$ cat src/rtl/seq_det_pkg.sv
// Shared constants and elaboration helpers for the serial sequence detectors.
// Holds the legal pattern-length range and the width rule for the fill counter.
package seq_det_pkg;

  localparam int N_MIN = 2;
  localparam int N_MAX = 16;

  // fill runs 0..n inclusive, so it needs room for n+1 distinct values
  function automatic int fill_width(input int n);
    return $clog2(n + 1);
  endfunction

  function automatic bit n_legal(input int n);
    return (n >= N_MIN) && (n <= N_MAX);
  endfunction

endpackage

$ cat src/rtl/seq_det_sat_counter.sv
// Saturating up-counter with synchronous clear; clear has priority over increment.
// Shared by the detector family for match statistics.
module sat_counter #(
  parameter int CNT_W = 8
) (
  input  logic             clk,
  input  logic             rst_n,
  input  logic             inc,
  input  logic             clr,
  output logic [CNT_W-1:0] cnt
);

  localparam logic [CNT_W-1:0] CNT_ZERO = {CNT_W{1'b0}};
  localparam logic [CNT_W-1:0] CNT_MAX  = {CNT_W{1'b1}};
  localparam logic [CNT_W-1:0] CNT_ONE  = {{(CNT_W-1){1'b0}}, 1'b1};

  // count register: clear, then saturating increment
  always_ff @(posedge clk or negedge rst_n) begin
    if (!rst_n) begin
      cnt <= CNT_ZERO;
    end else if (clr) begin
      cnt <= CNT_ZERO;
    end else if (inc && (cnt != CNT_MAX)) begin
      cnt <= cnt + CNT_ONE;
    end else begin
      cnt <= cnt;
    end
  end

endmodule

$ cat src/rtl/seq_detect_param.sv
// Programmable N-bit serial pattern detector with don't-care mask, overlap control,
// optional registered match output and a saturating match counter.
module seq_detect_param
  import seq_det_pkg::*;
#(
  parameter int           N           = 4,
  parameter logic [N-1:0] RST_PATTERN = 4'b1010,
  parameter logic [N-1:0] RST_MASK    = {N{1'b1}},
  parameter bit           OVERLAP     = 1'b1,
  parameter bit           REG_OUT     = 1'b0,
  parameter int           CNT_W       = 8
) (
  input  logic             clk,
  input  logic             rst_n,
  input  logic             din,
  input  logic             din_valid,
  input  logic             cfg_we,
  input  logic [N-1:0]     cfg_pattern,
  input  logic [N-1:0]     cfg_mask,
  input  logic             cnt_clr,
  output logic             dout,
  output logic [CNT_W-1:0] match_cnt
);

  localparam int             FW        = fill_width(N);
  localparam logic [FW-1:0]  FILL_ZERO = {FW{1'b0}};
  localparam logic [FW-1:0]  FILL_ONE  = {{(FW-1){1'b0}}, 1'b1};
  localparam logic [FW-1:0]  FILL_FULL = FW'(N);
  localparam logic [FW-1:0]  FILL_ARM  = FW'(N - 1);
  localparam logic [N-1:0]   VEC_ZERO  = {N{1'b0}};

  if (!n_legal(N)) begin : g_bad_n
    $error("seq_detect_param: N=%0d outside %0d..%0d", N, N_MIN, N_MAX);
  end

  logic [N-1:0]  hist_r;
  logic [FW-1:0] fill_r;
  logic [N-1:0]  pat_r;
  logic [N-1:0]  msk_r;
  logic [N-1:0]  cand_s;
  logic          accept_s;
  logic          hit_s;

  // candidate window and masked compare; a config write suppresses the bit entirely
  always_comb begin
    cand_s   = {hist_r[N-2:0], din};
    accept_s = din_valid & ~cfg_we;
    hit_s    = 1'b0;
    if (accept_s && (fill_r >= FILL_ARM)) begin
      hit_s = (((cand_s ^ pat_r) & msk_r) == VEC_ZERO);
    end else begin
      hit_s = 1'b0;
    end
  end

  // history, fill level and programmable pattern/mask
  always_ff @(posedge clk or negedge rst_n) begin
    if (!rst_n) begin
      hist_r <= VEC_ZERO;
      fill_r <= FILL_ZERO;
      pat_r  <= RST_PATTERN;
      msk_r  <= RST_MASK;
    end else if (cfg_we) begin
      hist_r <= VEC_ZERO;
      fill_r <= FILL_ZERO;
      pat_r  <= cfg_pattern;
      msk_r  <= cfg_mask;
    end else if (accept_s) begin
      hist_r <= cand_s;
      if (hit_s && !OVERLAP) begin
        fill_r <= FILL_ZERO;
      end else if (fill_r != FILL_FULL) begin
        fill_r <= fill_r + FILL_ONE;
      end else begin
        fill_r <= fill_r;
      end
    end else begin
      hist_r <= hist_r;
      fill_r <= fill_r;
    end
  end

  if (REG_OUT) begin : g_reg_out
    logic dout_r;

    // one-cycle delayed match pulse
    always_ff @(posedge clk or negedge rst_n) begin
      if (!rst_n) begin
        dout_r <= 1'b0;
      end else begin
        dout_r <= hit_s;
      end
    end

    assign dout = dout_r;
  end else begin : g_mealy_out
    assign dout = hit_s;
  end

  sat_counter #(
    .CNT_W (CNT_W)
  ) u_match_cnt (
    .clk   (clk),
    .rst_n (rst_n),
    .inc   (hit_s),
    .clr   (cnt_clr),
    .cnt   (match_cnt)
  );

endmodule

$ cat config.mk
export PLATFORM = sky130hd
export DESIGN_NAME = seq_detect_param
export DESIGN_NICKNAME = d
export VERILOG_FILES = /design/src/rtl/seq_det_pkg.sv /design/src/rtl/seq_det_sat_counter.sv /design/src/rtl/seq_detect_param.sv
export SDC_FILE = /design/constraint.sdc
export NUM_CORES = 1
export LEC_CHECK = 0
export CORE_AREA = 10 10 59 61
export CTS_BUF_LIST = sky130_fd_sc_hd__clkbuf_8
export DETAILED_ROUTE_END_ITERATION = 8
export DIE_AREA = 0 0 69 71
export HOLD_SLACK_MARGIN = 0.06
export PLACE_DENSITY = 0.85
export REMOVE_ABC_BUFFERS = 1
export SETUP_SLACK_MARGIN = 0.02
export SYNTH_ARGS = -nofsm -noshare
export SYNTH_HDL_FRONTEND = slang
export SYNTH_HIERARCHICAL = 1
export SYNTH_SLANG_ARGS = --single-unit
export TNS_END_PERCENT = 50
$ cat constraint.sdc
create_clock -name clk -period 2.2 [get_ports clk]
set_input_delay 0.44 -clock clk [delete_from_list [all_inputs] [get_ports clk]]
set_output_delay 0.44 -clock clk [all_outputs]
set_load 0.05 [all_outputs]
==> qor_table.md <==
| Item | This run |
| --- | --- |
| Crit path launch type | flop |
| Pre-CTS setup slack | -118 ps |
| Initial standard-cell utilization of the core | 48.2% |
| Worst Hold Class | reg2reg |
| Initial detailed-routing violation count | 24 |
| Prevailing post-synth register cell | dfrtp_1 |
| Pin count of the biggest net entering global routing | 23 |
| Clock insertion delay at the later pin of the skew report | 260 ps |
| Leakage power | 0.000654 uW |
| Clock tree sinks | 22 |
| Power spent charging and discharging nets | 193 uW |
| Drt pass-1 iters | 6 |
| Horizontal die dimension | 69 um |
| Maximum count of clock buffers along a single path | 2 |
| Max-cap violation count | 0 |
| All-layer global routing usage | 10.5% |
| Clk Tree Root Cell | clkbuf_8 |
| Boundary pin count | 23 |
| Mean Syn Cell Area | 11.1 sq um |
| Placed instance count | 158 |
| Cell-internal power | 657 uW |
| Global-route wire length before repair | 4.36 mm |
| Post-DP HPWL | 1.87 mm |
| Final clock period utilization by the worst path | 96.1% |
| Count of state elements after synthesis | 22 |
| Top-area cell type share of the netlist area | 34.8% |
| Number of nets with antenna violations after routing | 0 |
| Final WS setup | 85.5 ps |
| Achievable clock frequency | 473 MHz |
| Drt via density | 5.35 |
| Commonest non-fill, non-tap cell in the layout | clkdlybuf4s50_1 |
| Final clock skew | 2.54 ps |
| Maximum level of the CTS H-tree | 1 |
| Run status | completed |
| Relative slew slack | 66.0% |
| Clock tree from TritonCTS | yes |
| Number of enable-type register cells in the synthesized netlist | 0 |
| Total length of routed wires | 2.56 mm |
| Maximum net fanout on the critical path | 4 |
| CTS clk-pin slew, worst paths | 80 ps |
| Number of antenna violations at the first check in global routing | 0 |
| Setup repair after global routing missed its margin | yes |
| Sequential element share of the synthesized area | 48.5% |
| Placed cell area | 1440 sq um |
| Minimum clock period | 2110 ps |
| Ant diodes | 0 |
| Synthesized instance count | 104 |
| Die height | 71 um |
| Most frequent cells in the layout | clkdlybuf4s50_1 (20), dfrtp_1 (16), buf_4 (9), mux2_1 (8), nor2_1 (7) |
| Worst-case vdd ir drop | 0.000432 V |
| Slew @ Worst Pin | 508 ps |
| Leading post-synthesis cells by cell area | dfrtp_1 (35%), dfstp_2 (14%), mux2_1 (7.8%) |
| Share of total power in the clock network | 33.8% |
| Total vias in the final route | 877 |
| Final-report max-slew violation count | 0 |
| Hold Violations, Final | 0 |
| Area of the core | 2390 sq um |
| Async set-or-reset flop fraction in the synthesized netlist | 100% |
| Design Area, Final | 1540 sq um |
| Fraction of final layout cells with drive strength greater than 1 | 23.9% |
| Cell accounting for the most synthesized area | dfrtp_1 |
| Number of CTS-inserted buffers | 3 |
| Number of cells in the finished layout apart from fillers | 164 |
| Mean routed wirelength per cell | 15.6 um |
| Worst path arrival time | 1670 ps |
| Number of nets in the final layout | 153 |
| Ys Warns | 6 |
| Type of destination of the critical path | output pin |
| Setup Crit Path Kind | reg2out |
| Setup violations, final | 0 |
| Power after layout | 851 uW |
| Distinct cell type count after synthesis | 38 |
| Switching power share of the total | 22.7% |
| Area Overhead vs Synth | 33.8% |
| Post-Synthesis Cell Area | 1150 sq um |
| Required time of the worst setup path | 1760 ps |
| Weighted congestion reported at the end of routability-driven placement | 0.831 |
| Core Rows | 18 |
| Die footprint | 4900 sq um |
| IO Port Bufs | 22 |
| Sequential share of power | 52.7% |
| Number of global-route vias before repair | 939 |
| Relative contribution of combinational cells to total power | 13.5% |
| Global route total overflow | 0 |
| Detailed-route DRC error count | 0 |
| Power density cells | 552 nW/um^2 |
-- cell type report --
class                           instances  area, sq um
Clock buffer                            4         55.1
Fill cell                             206          847
Sequential cell                        22          558
Inverter                                6         22.5
Tap cell                               30         37.5
Timing Repair Buffer                   31          297
Multi-Input combinational cell         71          571
-- power groups by stage --
stage	Sequential, uW	Clock [uW]	Combinational [uW]
after floorplan	455	0	48.8
after global placement	458	0	100
after detailed placement	458	0	106
after global routing	452	311	129
after CTS	448	292	117
final	448	287	115
-- final timing paths --
check / from / end / slack [ps] / depth (start not counted)
worst max-delay path: fill_r[0] / dout / 90 / 6
worst min-delay path: pat_r[2] / pat_r[2] / 520 / 1
worst max register to register: fill_r[2] / u_match_cnt/cnt[5] / 130 / 9
worst min register to register: pat_r[2] / pat_r[2] / 520 / 1
max in group asynchronous: rst_n / pat_r[1] / 1400 / 2
min in group asynchronous: rst_n / u_match_cnt/cnt[5] / 530 / 2
-- cells by family (layout without fill, tap and decap cells) --
kind of cell | Yosys count | count (layout) | share of synthesized area [%]
and+or+nand+nor | 33 | 33 | 16.0
DFF | 22 | 22 | 48.5
muxes | 15 | 15 | 14.1
AOI/OAI and AO/OA | 14 | 14 | 8.48
buffers and inverters | 11 | 41 | 4.78
xor gates and xnor gates | 5 | 5 | 3.80
adders and majority gates | 4 | 4 | 4.35
-- cells in the mapped netlist, drive strengths merged (2+ instances only) --
master,count
nor2b,3
nand2,3
ha,4
nor3,5
a21oi,4
dfstp,6
mux2,10
dfrtp,16
o21ai,2
inv,6
nand3,3
xor2,4
and4,2
and3,2
a21boi,2
mux2i,5
buf,4
nand2b,4
a211oi,2
nor2,7
-- timing repair --
action,in CTS,in global routing
pin swaps,3,4
buffers inserted,3,0
hold endpoints to repair,0,0
setup endpoints to repair,1,3
gates cloned,0,0
hold buffers,0,0
resized for setup,4,5
-- critical path: stages (launching register included) --
cell,delay [ps]
dfrtp_1,390
ha_1,200
ha_1,180
a211oi_2,200
nor3_1,80
and3_4,210
buf_12,150
-- metrics by stage --
step,util (%),TNS (ps),hold slack (ps)
after global placement,60.3,-42.8,505
after detailed placement,60.3,-475,510
after global routing,64.5,0,543
after CTS,63.6,0,528
final,64.5,0,524
after floorplan,-,-220,144
-- layer usage --
metal | share of wire, % | vias up | track usage, % | wire length (um)
met3 | 7.2 | 2 | 4.32 | 185
met1 | 44 | 428 | 12.7 | 1140
met4 | 0.20 | 0 | 4.03 | 5
li1 | - | 427 | - | -
met5 | 0 | - | 0 | 0
met2 | 48 | 20 | 16.3 | 1230
-- flip-flops by register name (all words and copies together), names as in the netlist --
register / count
fill_r: 3
hist_r: 3
msk_r: 4
pat_r: 4
u_match_cnt/cnt: 8
Power figures use the tool's default switching activity.
==> RTL change: new RTL, same settings <==
`OVERLAP`: 1'b1 -> 1'b0.
--- a/src/rtl/seq_detect_param.sv
+++ b/src/rtl/seq_detect_param.sv
@@ -6,7 +6,7 @@
   parameter int           N           = 4,
   parameter logic [N-1:0] RST_PATTERN = 4'b1010,
   parameter logic [N-1:0] RST_MASK    = {N{1'b1}},
-  parameter bit           OVERLAP     = 1'b1,
+  parameter bit           OVERLAP     = 1'b0,
   parameter bit           REG_OUT     = 1'b0,
   parameter int           CNT_W       = 8
 ) (
Formal check against the unedited RTL: not equivalent (a bounded check fails within 10 cycles, from zero or initial values and one cycle with rst_n low).
==> RTL change against the original RTL <==
- setup slack worse by 82 ps
- via count up 10%
- final area up 3.5%
- largest cell class unchanged
- hold slack worse by 12 ps
- routed wire length up 8.8%
- first-iteration DRC count rose to 2.6 times the old value
- non-clock buffer count up 3
- sequential cell count unchanged
- total power up 6.3%
- critical path depth up 1
- maximum frequency down 3.7%
- synthesized area up 2.0%
- combinational power up 39%
==> RTL change: results (changes against the original RTL) <==
metric;value;unit;change
outcome;complete, no violations;;unchanged
Synth area leaders;dfrtp_1, dfstp_2, mux2_2, ha_1, mux2i_1;;was dfrtp_1, dfstp_2, mux2_1, ha_1, mux2i_1
Hold WC Path Type;input port to async pin;;was flop to flop
vias in the first global route;976;;was 939
Layout Skew;2.13;ps;was 2.54 ps
global-route wire length before repair;4540;µm;was 4360 µm
Fillers;191;;was 206
Leakage;0.668;nW;was 0.654 nW
drt pass-1 iters;4;;was 6
Post-synth top cells;dfrtp_1, mux2_2, nor2_1;;was dfrtp_1, mux2_1, nor2_1
Worst-Margin Slew;508;ps;about the same
final net count;159;;was 153
sequential area share after synthesis;0.475;;was 0.485
Worst VDD drop;0.557;mV;was 0.432 mV
final WL;2790;µm;was 2560 µm
GP Congestion;0.838;;was 0.831
critical path arrival;1760;ps;was 1670 ps
synth unique cells;36;;was 38
DRT iter0 DRCs;62;;was 24
Post-DP HPWL;1990;µm;was 1870 µm
latest clock arrival within the worst-skew pair;260;ps;about the same
total track usage;0.110;;was 0.105
layout cells sized above 1;0.293;;was 0.239
Max Fanout on Critical Path;2;;was 4
Vias per Instance;5.69;;was 5.35
RTL change: cell types whose count changed after synthesis, moves of 2 or more:
cell     unedited run  this run
mux2_1              8         0
mux2_2              2        10
o21ai_0             1         3
nor4_1              1         3
buf_2               2         4
RTL change: final timing paths:
check	startpoint	to	slack, ps	depth (start not counted)
setup / recovery	fill_r[1]$_DFFE_PN0P_	dout	4	7
min in group clk	pat_r[0]$_DFFE_PN0P_	pat_r[0]$_DFFE_PN0P_	540	1
setup reg to reg	pat_r[1]$_DFFE_PN1P_	u_match_cnt/cnt[7]$_DFFE_PN0P_	60	7
hold / removal	rst_n	pat_r[2]$_DFFE_PN0P_	510	2
max in group asynchronous	rst_n	msk_r[0]$_DFFE_PN1P_	1420	2
hold reg to reg	pat_r[0]$_DFFE_PN0P_	pat_r[0]$_DFFE_PN0P_	540	1
RTL change: routing by layer:
| layer | vias up | global-route usage | share of wire | wire length [µm] |
|---|---|---|---|---|
| met5 | - | 0 | 0 | 0 |
| met4 | 0 | 0.0694 | 0.028 | 77 |
| met3 | 7 | 0.0223 | 0.034 | 95 |
| met2 | 26 | 0.201 | 0.54 | 1500 |
| met1 | 480 | 0.111 | 0.40 | 1110 |
| li1 | 454 | - | - | - |
RTL change: repair_timing:
item / 4_1_cts / 5_1_grt
setup buffers: 3 / 1
gates cloned: 0 / 0
setup endpoints to repair: 1 / 3
pin swaps: 3 / 4
gates resized for setup: 2 / 4
RTL change: cells by family (layout without fill, tap and decap cells):
kind of cell / after synthesis / count (layout) / synth area share
mux: 14 / 14 / 0.130
fa+ha+maj: 4 / 4 / 0.0426
flops: 22 / 22 / 0.475
simple gates: 38 / 38 / 0.188
buf+inv: 10 / 43 / 0.0362
xor+xnor: 4 / 4 / 0.0298
compound gates: 15 / 15 / 0.0981
RTL change: through the flow:
stage	power (mW)	instances	instance area (µm²)	setup TNS [ps]	setup slack, ps
floorplan	0.530	102	1150	0	141
global placement	0.590	162	1480	-43.3	-28.0
detailed placement	0.601	162	1480	-194	-69.5
CTS	0.898	169	1560	0	20.6
global route	0.945	170	1590	-71.8	-45.8
finish	0.904	170	1590	0	3.64
RTL change: power breakdown:
group / internal (mW) / switching (mW)
sequential: 0.437 / 0.0184
combinational: 0.0876 / 0.0722
clock: 0.160 / 0.130
total: 0.684 / 0.220
RTL change: final cells by class:
cell class / instances / area, µm² / share of cell area
sequential: 22 / 558 / 0.350
clock buffer: 4 / 55.1 / 0.0345
timing repair buffer: 34 / 324 / 0.203
multi-input combinational: 75 / 601 / 0.377
tap: 30 / 37.5 / 0.0235
inverter: 5 / 18.8 / 0.0118
